### src/rtl/a_lkp_engine.sv
// Lookup-engine stand-in for block A: accepts tagged lookup requests and returns
// results after a key-dependent latency, so responses may complete out of order.
module a_lkp_engine #(
    parameter int INFO_W   = 16,
    parameter int ID_W     = 6,
    parameter int RSLT_W   = 8,
    parameter int DEPTH    = 8,
    parameter int BASE_LAT = 4,
    localparam int OCC_W   = $clog2(DEPTH + 1)
) (
    input  logic              clk,
    input  logic              rst_n,
    input  logic              c2a_lkp_vld,
    input  logic [INFO_W-1:0] c2a_lkp_info,
    input  logic [ID_W-1:0]   c2a_lkp_req_id,
    output logic              a2c_lkp_rdy,
    output logic              a2c_lkp_rsp_vld,
    output logic [ID_W-1:0]   a2c_lkp_rsp_id,
    output logic [RSLT_W-1:0] a2c_lkp_rslt,
    input  logic              lkp_stall,
    output logic [OCC_W-1:0]  lkp_occ
);

    localparam int CNT_W = $clog2(BASE_LAT + 4);
    localparam int IDX_W = (DEPTH > 1) ? $clog2(DEPTH) : 1;

    // Handshake: a request is taken on any edge where c2a_lkp_vld and a2c_lkp_rdy are
    // both high; rdy never looks at vld. Responses are single-cycle pulses, no backpressure.

    logic [DEPTH-1:0]  slot_vld_q;
    logic [DEPTH-1:0]  slot_vld_d;
    logic [ID_W-1:0]   slot_id_q   [DEPTH];
    logic [RSLT_W-1:0] slot_rslt_q [DEPTH];
    logic [CNT_W-1:0]  slot_cnt_q  [DEPTH];
    logic              rdy_en_q;

    logic              accept;
    logic              issue_found;
    logic [IDX_W-1:0]  alloc_idx;
    logic [IDX_W-1:0]  issue_idx;
    logic [OCC_W-1:0]  occ_d;
    logic [RSLT_W-1:0] req_rslt;
    logic [CNT_W-1:0]  req_cnt;

    assign a2c_lkp_rdy = rdy_en_q & ~lkp_stall & (lkp_occ < OCC_W'(DEPTH));
    assign accept      = c2a_lkp_vld & a2c_lkp_rdy;
    assign req_rslt    = c2a_lkp_info[RSLT_W-1:0] ^ c2a_lkp_info[INFO_W-1 -: RSLT_W];
    assign req_cnt     = CNT_W'(BASE_LAT) + {{(CNT_W-2){1'b0}}, c2a_lkp_info[1:0]};

    // Scanning from the top down leaves the lowest matching index in each pick.
    always_comb begin
        alloc_idx   = '0;
        issue_idx   = '0;
        issue_found = 1'b0;
        for (int i = DEPTH - 1; i >= 0; i--) begin
            if (!slot_vld_q[i]) begin
                alloc_idx = IDX_W'(i);
            end
            if (slot_vld_q[i] && (slot_cnt_q[i] == '0)) begin
                issue_idx   = IDX_W'(i);
                issue_found = 1'b1;
            end
        end

        // Alloc picks a free slot and issue a busy one, so they never collide.
        slot_vld_d = slot_vld_q;
        if (issue_found) begin
            slot_vld_d[issue_idx] = 1'b0;
        end
        if (accept) begin
            slot_vld_d[alloc_idx] = 1'b1;
        end

        occ_d = '0;
        for (int i = 0; i < DEPTH; i++) begin
            occ_d = occ_d + OCC_W'(slot_vld_d[i]);
        end
    end

    always_ff @(posedge clk) begin
        if (!rst_n) begin
            slot_vld_q      <= '0;
            rdy_en_q        <= 1'b0;
            a2c_lkp_rsp_vld <= 1'b0;
            a2c_lkp_rsp_id  <= '0;
            a2c_lkp_rslt    <= '0;
            lkp_occ         <= '0;
        end else begin
            rdy_en_q        <= 1'b1;
            slot_vld_q      <= slot_vld_d;
            lkp_occ         <= occ_d;
            a2c_lkp_rsp_vld <= issue_found;
            if (issue_found) begin
                a2c_lkp_rsp_id <= slot_id_q[issue_idx];
                a2c_lkp_rslt   <= slot_rslt_q[issue_idx];
            end
        end
    end

    // Slot payload is only meaningful while its valid bit is set, so it needs no reset.
    always_ff @(posedge clk) begin
        for (int i = 0; i < DEPTH; i++) begin
            if (accept && (alloc_idx == IDX_W'(i))) begin
                slot_id_q[i]   <= c2a_lkp_req_id;
                slot_rslt_q[i] <= req_rslt;
                slot_cnt_q[i]  <= req_cnt;
            end else if (slot_vld_q[i] && (slot_cnt_q[i] != '0)) begin
                slot_cnt_q[i]  <= slot_cnt_q[i] - 1'b1;
            end
        end
    end

endmodule
### config.mk
export PLATFORM = sky130hd
export DESIGN_NAME = a_lkp_engine
export DESIGN_NICKNAME = d
export VERILOG_FILES = /design/src/rtl/a_lkp_engine.sv
export SDC_FILE = /design/constraint.sdc
export NUM_CORES = 1
export LEC_CHECK = 0
export ABC_AREA = 1
export CAP_MARGIN = 30
export CORE_MARGIN = 8
export CORE_UTILIZATION = 45
export DETAILED_ROUTE_END_ITERATION = 7
export GPL_TIMING_DRIVEN = 0
export PLACE_DENSITY = 0.75
export SLEW_MARGIN = 20
export SYNTH_ARGS = -nofsm -noshare
export SYNTH_HDL_FRONTEND = slang
export SYNTH_SLANG_ARGS = --single-unit
### constraint.sdc
create_clock -name clk -period 5.4 [get_ports clk]
set_input_delay 0.54 -clock clk [delete_from_list [all_inputs] [get_ports clk]]
set_output_delay 0.54 -clock clk [all_outputs]
set_load 0.03 [all_outputs]
==> impl_results.md, run 1 <==
- Outcome: finished, final reports clean
- Crit-path cells: inv_1 -> ha_1 -> inv_1 -> nor2_1 -> nand2_2 -> nand2_1 -> nor2_1 -> buf_2 -> nand2_1 -> a21oi_1 -> fa_1 -> inv_1 -> fa_1 -> inv_1 -> fa_1 -> inv_1 -> ha_1 -> inv_1 -> fa_1 -> o21ai_0 -> a21oi_1
- Achievable Freq: ~0.21 GHz
- Die Height: about 140 µm
- CP max stage delay: 0.53 ns
- CP Capture Type: flip-flop
- Min-delay worst type: reg2reg
- Fin. max-slew vios: 0
- Clock latency on the worst-skew pair: 0.43 ns
- Number of global-route vias before repair: between 5k and 6k
- Avg Cell Area, Syn: about 10 µm²
- CTS Buffer Depth: 2
- CP startpoint kind: flip-flop
- Syn-to-layout area delta: 18.02%
- Yosys top cell area share: 54.66%
- CTS Buf Count: 17
- Post-layout minimum cycle time: roughly 4.7 ns
- Via density: 5.233
- Hold path cells: 2
- Non-Filler Instances: 1011
- Total GRT Usage: 18.14%
- Dominant cell type by area after synthesis: edfxtp_1
- Layout cell share with drive strength beyond 1: 9.861%
- Distinct cells, synth: 29
- Worst reg2reg endpoint: lkp_occ[2]
- Dpl hpwl: 12230 µm
- Max cap viols: 0
- Setup ws final: 0.7155 ns
- Commonest cells after routing, fill and taps aside: edfxtp_1, nand2_1, nand3_1
- Full die area: around 0.021 mm²
- Clock skew: 0.01249 ns
- Synthesized instance count: 712
- Global-route wire length before repair: 27940 µm
- Leak: 3.530 nW
- Worst R2R Setup Slack: between 0.7 and 0.8 ns
- CP max-delay cell: nor2_1
- Worst Path Max Fanout: 10
- Post-route clock period utilization: 86.75%
- Max-slew headroom: between 40 and 50%
- CP most frequent cell: inv_1
- Crit. Startpoint: slot_cnt_q[0][0]
- Io pins: 46
- Starting Density: 45.54%
- Residual DRC: 0
- Cell Area, Synth: roughly 0.0075 mm²
- CTS tree: done
- Core area: about 0.016 mm²
- Most common cell after layout, fill and taps aside: edfxtp_1
- Layout Nets: a little over 800
- YS warnings: 0
- Maximum VDD drop: 0.0002368 V
- Post-Syn Nets: around 760
- Pin count of the biggest net entering global routing: 17
- RSZ-0062 raised after global routing: no
- Hold buffer count at CTS: 0
- Cell Pwr Density: ~300 mW/mm²
- GRT Residual Overflow: 0
- Final hold violations: 0
- Root Driver: clkbuf_16
- # setup viols final: 0
- CP delay by family, top: adder cells
- H-tree depth: 4
- Vias: roughly 5.3k
- Port bufs: 43
- Routed WL: 17970 µm
- CTS Sinks: 164
- DR pass1 iterations: 6
- Filler cells: 1419
- Initial DRC count: 659
- Placed Cells: between 900 and 1k
- Post-CTS Resized: 0
- Antenna violations before repair: 0
- Crit Path Category: reg2reg
- # Post-CTS Setup Buffers: 0
- Data required time of the worst path: 5.72 ns
- Antenna Cells: 0
- Top post-synthesis cells by area: edfxtp_1, dfxtp_1, nand3_1
- Worst slack at placement: roughly 0.28 ns
- Yosys reg bits: 164
- Final Wtd Congestion: 0.8467
- Post-synthesis sequential area ratio: 62.16%
- Worst-path clk slew: 0.06 ns
- Tot Pwr: 2.651 mW
- WL/cell: ~18 µm
- Hold Path Sink: a2c_lkp_rsp_id[3]
- Critical path data arrival time: 5.01 ns
- CP bufs+invs: 7
- Post-layout util: 53.75%
- Die Wd: 144.9 µm
- Routed Antenna Nets: 0
- Worst slew pin tran: 0.7740 ns
- Cell count of the worst reg-to-reg path: 21
- Reg-to-reg startpoint: slot_cnt_q[0][0]
- Worst hold start: a2c_lkp_rsp_id[3]
- Cell row count: 47
## final cells by class
class                           count  area (µm²)  share of cell area [%]
Clock inverter                     10       92.59                   1.050
Sequential cell                   164        4644                   52.67
Timing Repair Buffer               47       483.0                   5.477
Multi-Input combinational cell    414        2283                   25.89
Clock buffer                       22       485.5                   5.505
Tap cell                          220       275.3                   3.121
Inverter                          106       400.4                   4.540
Buffer                             28       153.9                   1.745
## synth_stat cells, drive strengths merged
cell,instances
a21oi,14
xor2,8
nor3b,1
xnor2,8
nand4,4
dfxtp,28
inv,106
nor2,53
nand2,115
ha,19
fa,4
nor3,3
nand3,121
buf,21
edfxtp,136
clkbuf,7
o21ai,36
nand3b,28
## logic make-up after synthesis
| group | after synthesis | share of synthesized area [%] |
|---|---|---|
| AOI/OAI and AO/OA | 50 | 3.399 |
| xor gates and xnor gates | 16 | 1.875 |
| adders and majority gates | 23 | 4.253 |
| buffers and inverters | 134 | 7.418 |
| DFF | 164 | 62.16 |
| and+or+nand+nor | 325 | 20.90 |
## worst reg2reg max path: cells and delay by family (launching register included)
kind            cells  cell delay [ns]
flops               1             0.35
compound gates      3             0.45
fa+ha+maj           6             2.00
buf+inv             7             0.79
simple gates        5             0.98
## registers in the layout, summed over array words and instances (netlist names)
signal	flops
slot_rslt_q	64
lkp_occ	4
a2c_lkp_rslt	8
a2c_lkp_rsp_id	6
slot_vld_q	8
slot_id_q	48
rdy_en_q	1
slot_cnt_q	24
a2c_lkp_rsp_vld	1
## report_power, final
part           switching [mW]  total, mW  internal [mW]
Clock                   0.492       1.18          0.689
Combinational          0.0527     0.0834         0.0307
Sequential            0.00257       1.39           1.38
Total                   0.547       2.65           2.10
## routing by layer
layer  routed length (µm)  share of wire, %  track usage (%)
met1                 7498                42            22.58
met2                 8707                48            30.06
met3                 1381               7.7            3.707
met4                  378               2.1            7.777
met5                    0                 0                0
## metrics by stage
stage | hold slack, ns | instance area (µm²) | setup TNS [ns]
final | 0.5276 | 8818 | 0
after CTS | 0.5343 | 8818 | 0
after global routing | 0.5826 | 8818 | 0
after floorplan | 0.4882 | 7472 | 0
after detailed placement | 0.5157 | 8240 | 0
after global placement | 0.5104 | 8178 | -1.245
## worst max path at each step
stage / end / cells after the start
2_1_floorplan: lkp_occ[2] / 17
3_3_place_gp: lkp_occ[2] / 18
3_5_place_dp: lkp_occ[2] / 18
4_1_cts: lkp_occ[2] / 21
5_1_grt: lkp_occ[2] / 20
6_report: lkp_occ[2] / 21
No activity file was read; power rests on OpenSTA's default activity.
==> run 2, diff against run 1 <==
==> constraint.sdc (replaced) <==
create_clock -name clk -period 5 [get_ports clk]
set_input_delay 0.5 -clock clk [delete_from_list [all_inputs] [get_ports clk]]
set_output_delay 0.5 -clock clk [all_outputs]
set_load 0.03 [all_outputs]
==> impl_results.md, run 2 (same netlist as run 1, synthesis figures left out) <==
- Data required time of the worst path: 5.32 ns
- Worst slew pin tran: between 0.9 and 1 ns
- Starting Density: 45.54%
- # setup viols final: 0
- Non-Filler Instances: 1010
- Min-delay worst type: reg2reg
- Number of global-route vias before repair: approximately 5.2k
- Leak: 3.500 nW
- Logic pwr share: 3.3%
- Total GRT Usage: roughly 18%
- CP endpoint: lkp_occ[2]
- Most common cell after layout, fill and taps aside: edfxtp_1
- Cell Pwr Density: 317.2 mW/mm²
- Critical path data arrival time: 4.84 ns
- Worst-path clk slew: 0.07 ns
- Antenna Cells: 0
- Syn-to-layout area delta: 17.50%
- Cell-internal power: ~2.2 mW
- Worst Path Max Fanout: 15
- RSZ-0062 raised after global routing: no
- Routed Antenna Nets: 0
- Setup ws final: 0.4718 ns
- Crit Path Category: reg2reg
- Final Wtd Congestion: roughly 0.85
- Clock power frac: between 40% and 50%
- Worst reg2reg endpoint: lkp_occ[2]
- Reg-to-reg startpoint: slot_vld_q[4]
- CTS Buffer Depth: 2
- Global-route wire length before repair: 27340 µm
- Port bufs: 43
- Io pins: between 40 and 50
- Post-route clock period utilization: 90.56%
- Crit. Startpoint: slot_vld_q[4]
- Regs by FF count: slot_rslt_q x64, slot_id_q x48, slot_cnt_q x24
- Layout Nets: 826
- Routed WL: 17570 µm
- Commonest cells after routing, fill and taps aside: edfxtp_1, nand2_1, nand3_1
- CP Capture Type: flip-flop
- Initial DRC count: about 570
- Vias: 5252
- Core area: roughly 0.016 mm²
- GRT Residual Overflow: 0
- Post-layout minimum cycle time: between 4 and 5 ns
- H-tree depth: 4
- Cell row count: 47
- # Post-CTS Setup Buffers: 0
- Achievable Freq: 0.2208 GHz
- Via density: 5.200
- Pin count of the biggest net entering global routing: 17
- Post-CTS Resized: 0
- Full die area: 0.02098 mm²
- Layout cell share with drive strength beyond 1: 10.13%
- Worst slack at placement: ~0.05 ns
- CP startpoint kind: flip-flop
- Maximum VDD drop: 0.0002912 V
- CTS Sinks: 164
- Max-slew headroom: about two fifths
- DR pass1 iterations: 5
- Max cap viols: 0
- Residual DRC: 0
- Clock skew: 0.01612 ns
- Root Driver: clkbuf_16
- Dpl hpwl: between 10000 and 15000 µm
- Outcome: finished, final reports clean
- Die Height: 144.9 µm
- Final hold violations: 0
- Share of power burned in registers: 53.8%
- Sw frac: 21.66%
- Clock latency on the worst-skew pair: around 0.44 ns
- Biggest register: slot_rslt_q
- Fin. max-slew vios: 0
- CTS Buf Count: 17
- CTS tree: done
- Die Wd: 144.9 µm
- Placed Cells: about 980
- WL/cell: 17.39 µm
- Hold buffer count at CTS: 0
- Sw power: about 0.60 mW
- Antenna violations before repair: 0
- Max reg flops: between 60 and 70
- Worst R2R Setup Slack: approximately 0.47 ns
- Cell count of the worst reg-to-reg path: 20
run 2: metrics by stage:
step | hold WS (ns) | util, % | total power, mW | setup TNS, ns | cell area [µm²]
after detailed placement | 0.5104 | 50.19 | 1.618 | 0 | 8234
after floorplan | 0.4882 | - | 1.570 | 0 | 7477
after global routing | 0.5792 | 53.51 | 2.869 | 0 | 8780
final | 0.5328 | 53.51 | 2.785 | 0 | 8780
after global placement | 0.5125 | 49.87 | 1.615 | -1.611 | 8183
after CTS | 0.5299 | 53.50 | 2.806 | 0 | 8777
run 2: layout make-up:
class | count | area, µm²
Tap cell | 220 | 275.3
Clock buffer | 19 | 442.9
Timing Repair Buffer | 46 | 471.7
Clock inverter | 13 | 100.1
Fill cell | 1379 | 7627
Buffer | 28 | 153.9
Multi-Input combinational cell | 414 | 2291
Sequential cell | 164 | 4644
Inverter | 106 | 400.4
run 2: layer usage:
layer  track usage (%)  vias up  wire length, µm
met1             21.49     2478             7059
li1                  -     2517                -
met2             29.23      230             8598
met5                 0        -                0
met3             4.396       27             1573
met4             7.338        0              334
run 2: worst min path at each step:
stage,start,endpoint,slack (ns),depth (start not counted)
final,a2c_lkp_rslt[6],a2c_lkp_rslt[6],0.53,2
after floorplan,slot_vld_q[5],slot_vld_q[5],0.49,2
after detailed placement,a2c_lkp_rslt[6],a2c_lkp_rslt[6],0.51,2
after CTS,a2c_lkp_rslt[6],a2c_lkp_rslt[6],0.53,2
after global placement,a2c_lkp_rslt[1],a2c_lkp_rslt[1],0.51,2
after global routing,a2c_lkp_rslt[3],a2c_lkp_rslt[3],0.58,2
run 2: critical path, cell delays in order, from the launching register on:
cell     delay, ns
dfxtp_1       0.42
inv_1         0.10
o21ai_0       0.19
nand2_1       0.10
a21oi_1       0.22
inv_1         0.06
nor2_1        0.11
nand2_1       0.11
inv_1         0.59
a21oi_2       0.09
fa_1          0.51
inv_1         0.05
fa_1          0.49
inv_1         0.05
fa_1          0.44
inv_1         0.06
ha_1          0.15
inv_1         0.05
fa_1          0.38
o21ai_0       0.17
a21oi_1       0.05
run 2: power groups by stage:
stage | combinational [mW] | clock [mW] | sequential (mW)
finish | 0.0909 | 1.20 | 1.50
detailed placement | 0.0911 | 0 | 1.53
floorplan | 0.0410 | 0 | 1.53
CTS | 0.0913 | 1.22 | 1.50
global placement | 0.0885 | 0 | 1.53
global route | 0.101 | 1.27 | 1.50
==> run 3, diff against run 2 <==
--- a/config.mk
+++ b/config.mk
@@ -7,6 +7,7 @@
 export LEC_CHECK = 0
 export ABC_AREA = 1
 export CAP_MARGIN = 30
+export CORE_ASPECT_RATIO = 0.9
 export CORE_MARGIN = 8
 export CORE_UTILIZATION = 45
 export DETAILED_ROUTE_END_ITERATION = 7
==> constraint.sdc (replaced) <==
create_clock -name clk -period 5 [get_ports clk]
set_input_delay 1 -clock clk [delete_from_list [all_inputs] [get_ports clk]]
set_output_delay 1 -clock clk [all_outputs]
set_load 0.03 [all_outputs]
==> impl_results.md, run 3 (same netlist as run 1, synthesis figures left out) <==
- Reg-to-reg startpoint: slot_cnt_q[1][9]
- Clock power frac: 45.1%
- Sw power: 0.6123 mW
- Worst-path clk slew: 0.07 ns
- H-tree depth: 4
- Root Driver: clkbuf_16
- Number of global-route vias before repair: 5205
- CTS Sinks: 164
- Worst Path Max Fanout: 4
- Hold buffer count at CTS: 0
- Clock skew: 0.006447 ns
- Routed Antenna Nets: 0
- CTS Buffer Depth: 2
- Tot Pwr: 2.904 mW
- Die Wd: between 150 and 200 µm
- Non-Filler Instances: 996
- Leak: 3.514 nW
- Outcome: finished, final reports clean
- Filler cells: 1379
- Critical path data arrival time: 5.01 ns
- Commonest cells after routing, fill and taps aside: edfxtp_1, nand2_1, nand3_1
- Data required time of the worst path: 5.31 ns
- Logic pwr share: 3.3%
- Achievable Freq: between 0.2 and 0.25 GHz
- Cell count of the worst reg-to-reg path: 26
- Syn-to-layout area delta: 17.90%
- Io pins: 46
- CTS tree: done
- Min-delay worst type: reg2reg
- Max cap viols: 0
- Total GRT Usage: 16.52%
- Final hold violations: 0
- Layout cell share with drive strength beyond 1: 10.27%
- Post-layout minimum cycle time: 4.697 ns
- CP endpoint: lkp_occ[2]
- Cell Pwr Density: roughly 330 mW/mm²
- Clock latency on the worst-skew pair: 0.43 ns
- Global-route wire length before repair: roughly 27000 µm
- CTS Buf Count: 17
- Port bufs: 43
- Sw frac: 21.08%
- Core area: between 0.015 and 0.02 mm²
- Die Height: roughly 140 µm
- Vias: 5271
- Full die area: 0.02099 mm²
- Routed WL: 17130 µm
- Dpl hpwl: 11750 µm
- DR pass1 iterations: 5
- Starting Density: 46.17%
- Via density: 5.292
- Antenna Cells: 0
- Post-route clock period utilization: between 90% and 100%
- Cell row count: 44
- Maximum VDD drop: between 0.0002 and 0.00025 V
- Max-slew headroom: 42.31%
- Worst reg2reg endpoint: lkp_occ[2]
- Biggest register: slot_rslt_q
- Residual DRC: 0
- # setup viols final: 0
- Final Wtd Congestion: 0.8185
- Max reg flops: 64
- Fin. max-slew vios: 0
- Regs by FF count: slot_rslt_q x64, slot_id_q x48, slot_cnt_q x24
- CP startpoint kind: primary input
- WL/cell: ~17 µm
- Crit Path Category: in2reg
- Setup ws final: 0.3030 ns
- GRT Residual Overflow: 0
- Most common cell after layout, fill and taps aside: edfxtp_1
- Antenna violations before repair: 0
- Layout Nets: 825
- CP Capture Type: flip-flop
- Share of power burned in registers: between 50% and 60%
- RSZ-0062 raised after global routing: no
- Placed Cells: 963
- Worst slew pin tran: 0.8645 ns
- Cell-internal power: 2.292 mW
- Worst slack at placement: -0.6336 ns
- Pin count of the biggest net entering global routing: 17
- Initial DRC count: 533
- Worst R2R Setup Slack: 0.44 ns
- Crit. Startpoint: lkp_stall
## run 3: cell type report
type,instances,area (µm²),area share (%)
Multi-Input combinational cell,414,2296,26.06
Clock buffer,21,491.7,5.582
Timing Repair Buffer,46,456.7,5.184
Sequential cell,164,4644,52.72
Clock inverter,11,108.9,1.236
Tap cell,207,259.0,2.940
Buffer,27,148.9,1.690
Inverter,106,404.1,4.587
## run 3: stage by stage
stage	utilization, %	TNS, ns	area [µm²]	hold slack (ns)
after floorplan	-	0	7480	0.4882
after global placement	50.47	-1.210	8169	0.5074
after detailed placement	50.59	-1.676	8188	0.5143
after CTS	54.35	0	8797	0.5298
after global routing	54.43	0	8810	0.5530
final	54.43	0	8810	0.5296
## run 3: how the worst min path moves through the flow
stage	depth (start not counted)	to	slack, ns	startpoint
floorplan	2	slot_vld_q[5]	0.49	slot_vld_q[5]
global placement	2	a2c_lkp_rslt[1]	0.51	a2c_lkp_rslt[1]
detailed placement	2	a2c_lkp_rsp_id[4]	0.51	a2c_lkp_rsp_id[4]
CTS	2	slot_vld_q[5]	0.53	slot_vld_q[5]
global route	2	slot_vld_q[5]	0.55	slot_vld_q[5]
finish	2	a2c_lkp_rsp_id[4]	0.53	a2c_lkp_rsp_id[4]
## run 3: routing by layer
| layer | track usage [%] | routed length (µm) | vias to the layer above |
|---|---|---|---|
| met5 | 0 | 0 | - |
| met4 | 5.986 | 234 | 0 |
| met3 | 4.155 | 1541 | 18 |
| met2 | 25.95 | 7925 | 240 |
| met1 | 21.71 | 7424 | 2489 |
| li1 | - | - | 2524 |
## run 3: power groups by stage
stage	Sequential (mW)	Clock [mW]	Combinational, mW
final	1.50	1.31	0.0959
after global routing	1.50	1.37	0.106
after detailed placement	1.53	0	0.0948
after floorplan	1.53	0	0.0411
after CTS	1.50	1.32	0.0962
after global placement	1.53	0	0.0910
## run 3: worst max-delay path, cell delays in order
cell and delay [ns]:
clkdlybuf4s50_1 0.42, nor3b_2 0.22, nand2_1 0.15, nor2_1 0.24, nand2_1 0.15, nand2_1 0.18
inv_1 0.11, fa_1 0.56, inv_1 0.06, fa_1 0.49, inv_1 0.05, fa_1 0.44
inv_1 0.07, ha_1 0.15, inv_1 0.05, fa_1 0.40, o21ai_0 0.20, a21oi_1 0.07
## run 3: timing repair
action,4_1_cts,5_1_grt
setup buffers,0,2
endpoints found under the setup margin,2,2
cloned,0,0
pin swaps,0,1
gates resized for setup,2,1
